## src/rtl/freq_meter_if.sv

```systemverilog
// Signal bundle for freq_meter: measurement controls in, published window result out.
interface freq_meter_if #(
    parameter int W = 8
);
    logic         en;
    logic         sig_in;
    logic [W-1:0] data;
    logic         ovf;
    logic         valid;

    // valid is a one-cycle strobe with no ready/backpressure: data and ovf change
    // only in the cycle valid is high and are stable between strobes.
    modport master (output en, output sig_in, input data, input ovf, input valid);
    modport slave  (input en, input sig_in, output data, output ovf, output valid);
endinterface

```

## src/rtl/freq_meter.sv

```systemverilog
// Gated-window frequency meter: counts synchronized rising edges of bus.sig_in over
// GATE_CYCLES clocks and publishes the count. Define SATURATE_EN to clamp instead of wrap.
`ifndef F_1Hz
`define F_1Hz 50_000_000
`endif

module freq_meter #(
    parameter int GATE_CYCLES = `F_1Hz,
    parameter int W           = 8
) (
    input logic         clk,
    input logic         rst_n,
    freq_meter_if.slave bus
);
    localparam int             GW   = $clog2(GATE_CYCLES);
    localparam logic [GW-1:0]  LAST = GW'(GATE_CYCLES - 1);
    localparam logic [W-1:0]   MAX  = '1;

    logic          r_s1, r_s2, r_s3;
    logic [GW-1:0] r_gcnt;
    logic [W-1:0]  r_acc;
    logic          r_sticky;
    logic [W-1:0]  r_data;
    logic          r_ovf;
    logic          r_valid;

    logic          w_edge;
    logic          w_full;
    logic          w_terminal;
    logic [W-1:0]  w_acc_next;
    logic          w_ovf_next;

    // Two flops resolve metastability; the third gives the previous level for edge detect.
    always_ff @(posedge clk or negedge rst_n) begin
        if (!rst_n) begin
            r_s1 <= 1'b0;
            r_s2 <= 1'b0;
            r_s3 <= 1'b0;
        end else begin
            r_s1 <= bus.sig_in;
            r_s2 <= r_s1;
            r_s3 <= r_s2;
        end
    end

    assign w_edge     = r_s2 & ~r_s3;
    assign w_full     = (r_acc == MAX);
    assign w_terminal = (r_gcnt == LAST);
    assign w_ovf_next = r_sticky | (w_edge & w_full);

    always_comb begin
        w_acc_next = r_acc;
        if (w_edge) begin
            if (w_full) begin
`ifdef SATURATE_EN
                w_acc_next = MAX;
`else
                w_acc_next = '0;
`endif
            end else begin
                w_acc_next = r_acc + W'(1);
            end
        end
    end

    // The terminal cycle folds in its own edge and restarts the window with no gap.
    always_ff @(posedge clk or negedge rst_n) begin
        if (!rst_n) begin
            r_gcnt   <= '0;
            r_acc    <= '0;
            r_sticky <= 1'b0;
            r_data   <= '0;
            r_ovf    <= 1'b0;
            r_valid  <= 1'b0;
        end else if (!bus.en) begin
            r_gcnt   <= '0;
            r_acc    <= '0;
            r_sticky <= 1'b0;
            r_valid  <= 1'b0;
        end else if (w_terminal) begin
            r_data   <= w_acc_next;
            r_ovf    <= w_ovf_next;
            r_valid  <= 1'b1;
            r_gcnt   <= '0;
            r_acc    <= '0;
            r_sticky <= 1'b0;
        end else begin
            r_gcnt   <= r_gcnt + GW'(1);
            r_acc    <= w_acc_next;
            r_sticky <= w_ovf_next;
            r_valid  <= 1'b0;
        end
    end

    assign bus.data  = r_data;
    assign bus.ovf   = r_ovf;
    assign bus.valid = r_valid;
endmodule

```

## src/flat_wrapper.sv

```systemverilog
// flat-port wrapper written by rule: the top's interface ports become plain ports
module freq_meter_flat 
#(
    parameter int GATE_CYCLES = `F_1Hz,
    parameter int W           = 8
)
  (clk, rst_n, bus_en, bus_sig_in, bus_data, bus_ovf, bus_valid);
  freq_meter_if #(.W(W)) bus_i ();
  input logic clk;
  input logic rst_n;
  input wire logic [$bits(bus_i.en)-1:0] bus_en;
  input wire logic [$bits(bus_i.sig_in)-1:0] bus_sig_in;
  output wire logic [$bits(bus_i.data)-1:0] bus_data;
  output wire logic [$bits(bus_i.ovf)-1:0] bus_ovf;
  output wire logic [$bits(bus_i.valid)-1:0] bus_valid;
  assign bus_i.en = bus_en;
  assign bus_i.sig_in = bus_sig_in;
  assign bus_data = bus_i.data;
  assign bus_ovf = bus_i.ovf;
  assign bus_valid = bus_i.valid;
  freq_meter #(.GATE_CYCLES(GATE_CYCLES), .W(W)) u_core (.clk(clk), .rst_n(rst_n), .bus(bus_i));
endmodule
```

## config.mk

```make
export PLATFORM = sky130hd
export DESIGN_NAME = freq_meter_flat
export DESIGN_NICKNAME = d
export VERILOG_FILES = /design/src/rtl/freq_meter_if.sv /design/src/rtl/freq_meter.sv /design/src/flat_wrapper.sv
export SDC_FILE = /design/constraint.sdc
export NUM_CORES = 1
export LEC_CHECK = 0
export ABC_CLOCK_PERIOD_IN_PS = 5100
export BUFFER_PORTS_ARGS = -buffer_cell sky130_fd_sc_hd__buf_2
export CORE_UTILIZATION = 55
export DETAILED_ROUTE_END_ITERATION = 6
export GPL_ROUTABILITY_DRIVEN = 0
export HOLD_SLACK_MARGIN = 0.1
export PLACE_DENSITY_LB_ADDON = 0.05
export SETUP_SLACK_MARGIN = 0.2
export SLEW_MARGIN = 20
export SYNTH_ARGS = -nofsm -noshare
export SYNTH_HDL_FRONTEND = slang
export SYNTH_SLANG_ARGS = --single-unit
```

## constraint.sdc

```tcl
create_clock -name clk -period 5.1 [get_ports clk]
set_input_delay 0.765 -clock clk [delete_from_list [all_inputs] [get_ports clk]]
set_output_delay 0.765 -clock clk [all_outputs]
set_load 0.01 [all_outputs]
```

==> impl_metrics.prom <==
# TYPE chip_impl_metric gauge
chip_impl_info{name="run_status",value="finished, final reports clean"} 1
chip_impl_metric{name="filler_cell_count",unit=""} 337
chip_impl_info{name="critical_path.reg2reg.startpoint",value="u_core.r_gcnt[0]$_DFF_PN0_"} 1
chip_impl_info{name="hp-start",value="u_core.r_s1$_DFF_PN0_"} 1
chip_impl_metric{name="drt-vias-per-instance",unit=""} 5.90
chip_impl_metric{name="worstPathRequired",unit="ps"} 5290
chip_impl_metric{name="hold_viol_final",unit=""} 0
chip_impl_metric{name="slew_violations",unit=""} 0
chip_impl_metric{name="grt_start_max_net_pins",unit=""} 49
chip_impl_metric{name="detailed_route_iter0_violations",unit=""} 146
chip_impl_metric{name="synth_enable_flop_cells",unit=""} 0
chip_impl_metric{name="synth_async_sr_flop_share",unit="%"} 100
chip_impl_info{name="critical_path_sink_type",value="flip-flop"} 1
chip_impl_metric{name="fin_worst_skew",unit="ps"} 3.68
chip_impl_metric{name="post_route_cell_area",unit="mm^2"} 0.00253
chip_impl_metric{name="ffs_latches_synth",unit=""} 48
chip_impl_metric{name="power",unit="mW"} 0.684
chip_impl_metric{name="finalSetupViolCount",unit=""} 0
chip_impl_info{name="flip_flop_cell_with_the_highest_count_after_synthesis",value="sky130_fd_sc_hd__dfrtp_1"} 1
chip_impl_metric{name="grt-ovfl-total",unit=""} 0
chip_impl_metric{name="synthToLayoutAreaGrowth",unit="%"} 10.1
chip_impl_metric{name="detail_route.wl_per_cell",unit="um"} 15.1
chip_impl_metric{name="ctsHtreeMaxLevel",unit=""} 2
chip_impl_info{name="worst_path_max_delay_cell",value="sky130_fd_sc_hd__o31ai_4"} 1
chip_impl_metric{name="post-route-min-period",unit="ps"} 2290
chip_impl_metric{name="transition_at_the_pin_with_the_smallest_max_transition_slack",unit="ps"} 695
chip_impl_metric{name="syn-num-nets",unit=""} 224
chip_impl_info{name="cp_cell_sequence",value="ha_1 -> and3_1 -> nand4_4 -> o31ai_4 -> buf_8 -> o21ba_2"} 1
chip_impl_metric{name="cts_hold_buf",unit=""} 0
chip_impl_metric{name="synthCells",unit=""} 218
chip_impl_metric{name="cts_resized",unit=""} 0
chip_impl_metric{name="num_antenna_cells",unit=""} 0
chip_impl_metric{name="postLayoutCoreUtil",unit="%"} 63.2
chip_impl_metric{name="timing.setup.tns",unit="ps"} 0
chip_impl_info{name="criticalPathCategory",value="flip-flop to flip-flop"} 1
chip_impl_metric{name="latest_clock_arrival_within_the_worst_skew_pair",unit="ps"} 300
chip_impl_metric{name="yosysUniqueCellTypes",unit=""} 44
chip_impl_metric{name="synth.yosys.seq_area_share",unit="%"} 52.3
chip_impl_metric{name="number_of_antenna_violations_at_the_first_check_in_global_routing",unit=""} 0
chip_impl_metric{name="vias",unit=""} 1675
chip_impl_metric{name="num_rows",unit=""} 23
chip_impl_metric{name="longest_clk_path_bufs",unit=""} 2
chip_impl_metric{name="critical_path_peak_fanout",unit=""} 18
chip_impl_metric{name="drv.max_cap_violation_count",unit=""} 0
chip_impl_metric{name="dp_hpwl",unit="mm"} 3.04
chip_impl_info{name="clock_tree_from_tritoncts",value="yes"} 1
chip_impl_metric{name="tritoncts.num_buffers",unit=""} 5
chip_impl_metric{name="fp.dieW",unit="um"} 66.6
chip_impl_metric{name="dpl_cells",unit=""} 276
chip_impl_metric{name="clk_pin_slew_worst_paths",unit="ps"} 90
chip_impl_metric{name="first_global_vias",unit=""} 1675
chip_impl_metric{name="post-route-period-util",unit="%"} 44.9
chip_impl_metric{name="post_route_cells_drive_above_1_share",unit="%"} 12.4
chip_impl_metric{name="maxSlewHeadroom",unit="%"} 53.7
chip_impl_metric{name="effective_utilization_at_floorplan",unit="%"} 57.4
chip_impl_info{name="grt_setup_unrepaired",value="false"} 1
chip_impl_metric{name="post_layout_nonfiller_instances",unit=""} 284
chip_impl_metric{name="power-per-cell-area",unit="mW/mm^2"} 271
chip_impl_metric{name="worst_path_largest_cell_delay",unit="ps"} 670
chip_impl_metric{name="placedInstanceArea",unit="mm^2"} 0.00241
chip_impl_metric{name="drt-total-wl",unit="mm"} 4.29
chip_impl_metric{name="total_leakage_power",unit="nW"} 1.19
chip_impl_metric{name="grt_use_total",unit="%"} 22.9
chip_impl_info{name="worst_setup_path_start_kind",value="flip-flop"} 1
chip_impl_metric{name="drt.antenna.violating_nets",unit=""} 0
chip_impl_info{name="critPathLaunch",value="u_core.r_gcnt[0]$_DFF_PN0_"} 1
chip_impl_metric{name="dieArea",unit="mm^2"} 0.00444
chip_impl_metric{name="fp.dieH",unit="um"} 66.6
chip_impl_metric{name="count_of_clock_tree_sinks",unit=""} 48
chip_impl_metric{name="io_pins",unit=""} 14
chip_impl_metric{name="cts_setup_buffers",unit=""} 0
chip_impl_metric{name="max_freq",unit="GHz"} 0.437
chip_impl_metric{name="final_worst_setup_slack",unit="ps"} 2810
chip_impl_info{name="worst_hold_path_type",value="flip-flop to flip-flop"} 1
chip_impl_metric{name="final_net_count",unit=""} 239
chip_impl_metric{name="ir_drop_worst_case_vdd",unit="V"} 0.000225
chip_impl_info{name="cts-root-buf",value="sky130_fd_sc_hd__clkbuf_8"} 1
chip_impl_metric{name="area_inside_the_core_boundary",unit="mm^2"} 0.00400
chip_impl_metric{name="drt_pass1_iterations",unit=""} 4
chip_impl_metric{name="synthesis.yosys.warnings",unit=""} 0
chip_impl_metric{name="cell_area_after_technology_mapping",unit="mm^2"} 0.00230
chip_impl_metric{name="global_route_wire_length_before_repair",unit="mm"} 7.58
chip_impl_metric{name="port_buffers",unit=""} 13
chip_impl_metric{name="residual_drc_count",unit=""} 0
chip_impl_metric{name="pre_cts_worst_setup_slack",unit="ps"} 2820
chip_impl_metric{name="fin_worst_hold_slack",unit="ps"} 353
chip_impl_metric{name="cp.arrival",unit="ps"} 2480
chip_impl_metric{name="syn-mean-instance-area",unit="um^2"} 10.5
-- power breakdown --
group	switching, mW	internal (mW)
Sequential	0.00347	0.384
Combinational	0.0157	0.00647
Clock	0.127	0.148
Total	0.146	0.538
-- cell usage after synthesis (7+ instances only) --
cell type,n,area (um^2)
sky130_fd_sc_hd__nand2_1,7,26.3
sky130_fd_sc_hd__xor2_1,10,87.6
sky130_fd_sc_hd__a21oi_1,14,70.1
sky130_fd_sc_hd__nor2_1,22,82.6
sky130_fd_sc_hd__inv_1,15,56.3
sky130_fd_sc_hd__o21ai_0,7,35.0
sky130_fd_sc_hd__dfrtp_1,48,1200
sky130_fd_sc_hd__mux2i_1,10,100
sky130_fd_sc_hd__nand3_1,13,65.1
sky130_fd_sc_hd__or3_1,8,50.1
-- worst paths after layout --
kind                                                  end  slack, ps  cells past startpoint
max                           u_core.r_gcnt[20]$_DFF_PN0_       2810                      6
min                                 u_core.r_s2$_DFF_PN0_        350                      0
max reg2reg                   u_core.r_gcnt[20]$_DFF_PN0_       2810                      6
min reg2reg                         u_core.r_s2$_DFF_PN0_        350                      0
max in group asynchronous      u_core.r_gcnt[4]$_DFF_PN0_       4250                      1
min in group asynchronous  u_core.bus.data[4]$_DFFE_PN0P_        460                      1
-- sequential cells by signal, summed over array words and instances, names as in the netlist --
register,flops
u_core.r_gcnt,26
u_core.bus.data,8
u_core.r_acc,8
u_core.bus.ovf,1
u_core.bus.valid,1
u_core.r_s1,1
u_core.r_s2,1
u_core.r_s3,1
u_core.r_sticky,1
-- routing by layer --
layer  vias to the layer above  GRT usage (%)  routed length, um
met3                         6           5.31                192
met1                       816           32.1               2050
met4                         0           7.98                 55
li1                        814              -                  -
met5                         -              0                  0
met2                        39           34.6               1990
-- layout by cell type (no fill, tap or decap), drive strengths merged, types with 3 or more instances in the layout --
cell and n:
buf 14, xnor2 4, dfrtp 48, nand3 13, a21oi 14, nor2 22
mux2i 10, nand2 7, o21ai 7, and3 5, clkbuf 5, o31ai 6
inv 15, or3 8, nand4 8, and4 5, and2 3, xor2 10
or4 5
-- cell families after synthesis --
kind of cell,after synthesis,share of synthesized area (%)
and+or+nand+nor,87,22.9
muxes,10,4.36
AOI/OAI and AO/OA,36,9.81
xor gates and xnor gates,14,5.34
DFF,48,52.3
adders and majority gates,2,1.09
buffers and inverters,21,4.14
-- critical path, delay by kind of cell, from the launching register on --
kind | cells | cell delay (ps)
compound gates | 2 | 840
fa+ha+maj | 1 | 230
buf+inv | 1 | 250
flops | 1 | 370
simple gates | 2 | 490
-- cell type report --
class                           count  area [um^2]  area share, %
Timing Repair Buffer               14         82.6           3.27
Inverter                           15         56.3           2.23
Tap cell                           50         62.6           2.48
Sequential cell                    48         1200           47.5
Clock inverter                      3         47.5           1.88
Multi-Input combinational cell    149         1010           39.9
Clock buffer                        5         68.8           2.72
Note: power is estimated with default switching activity, not from simulation.
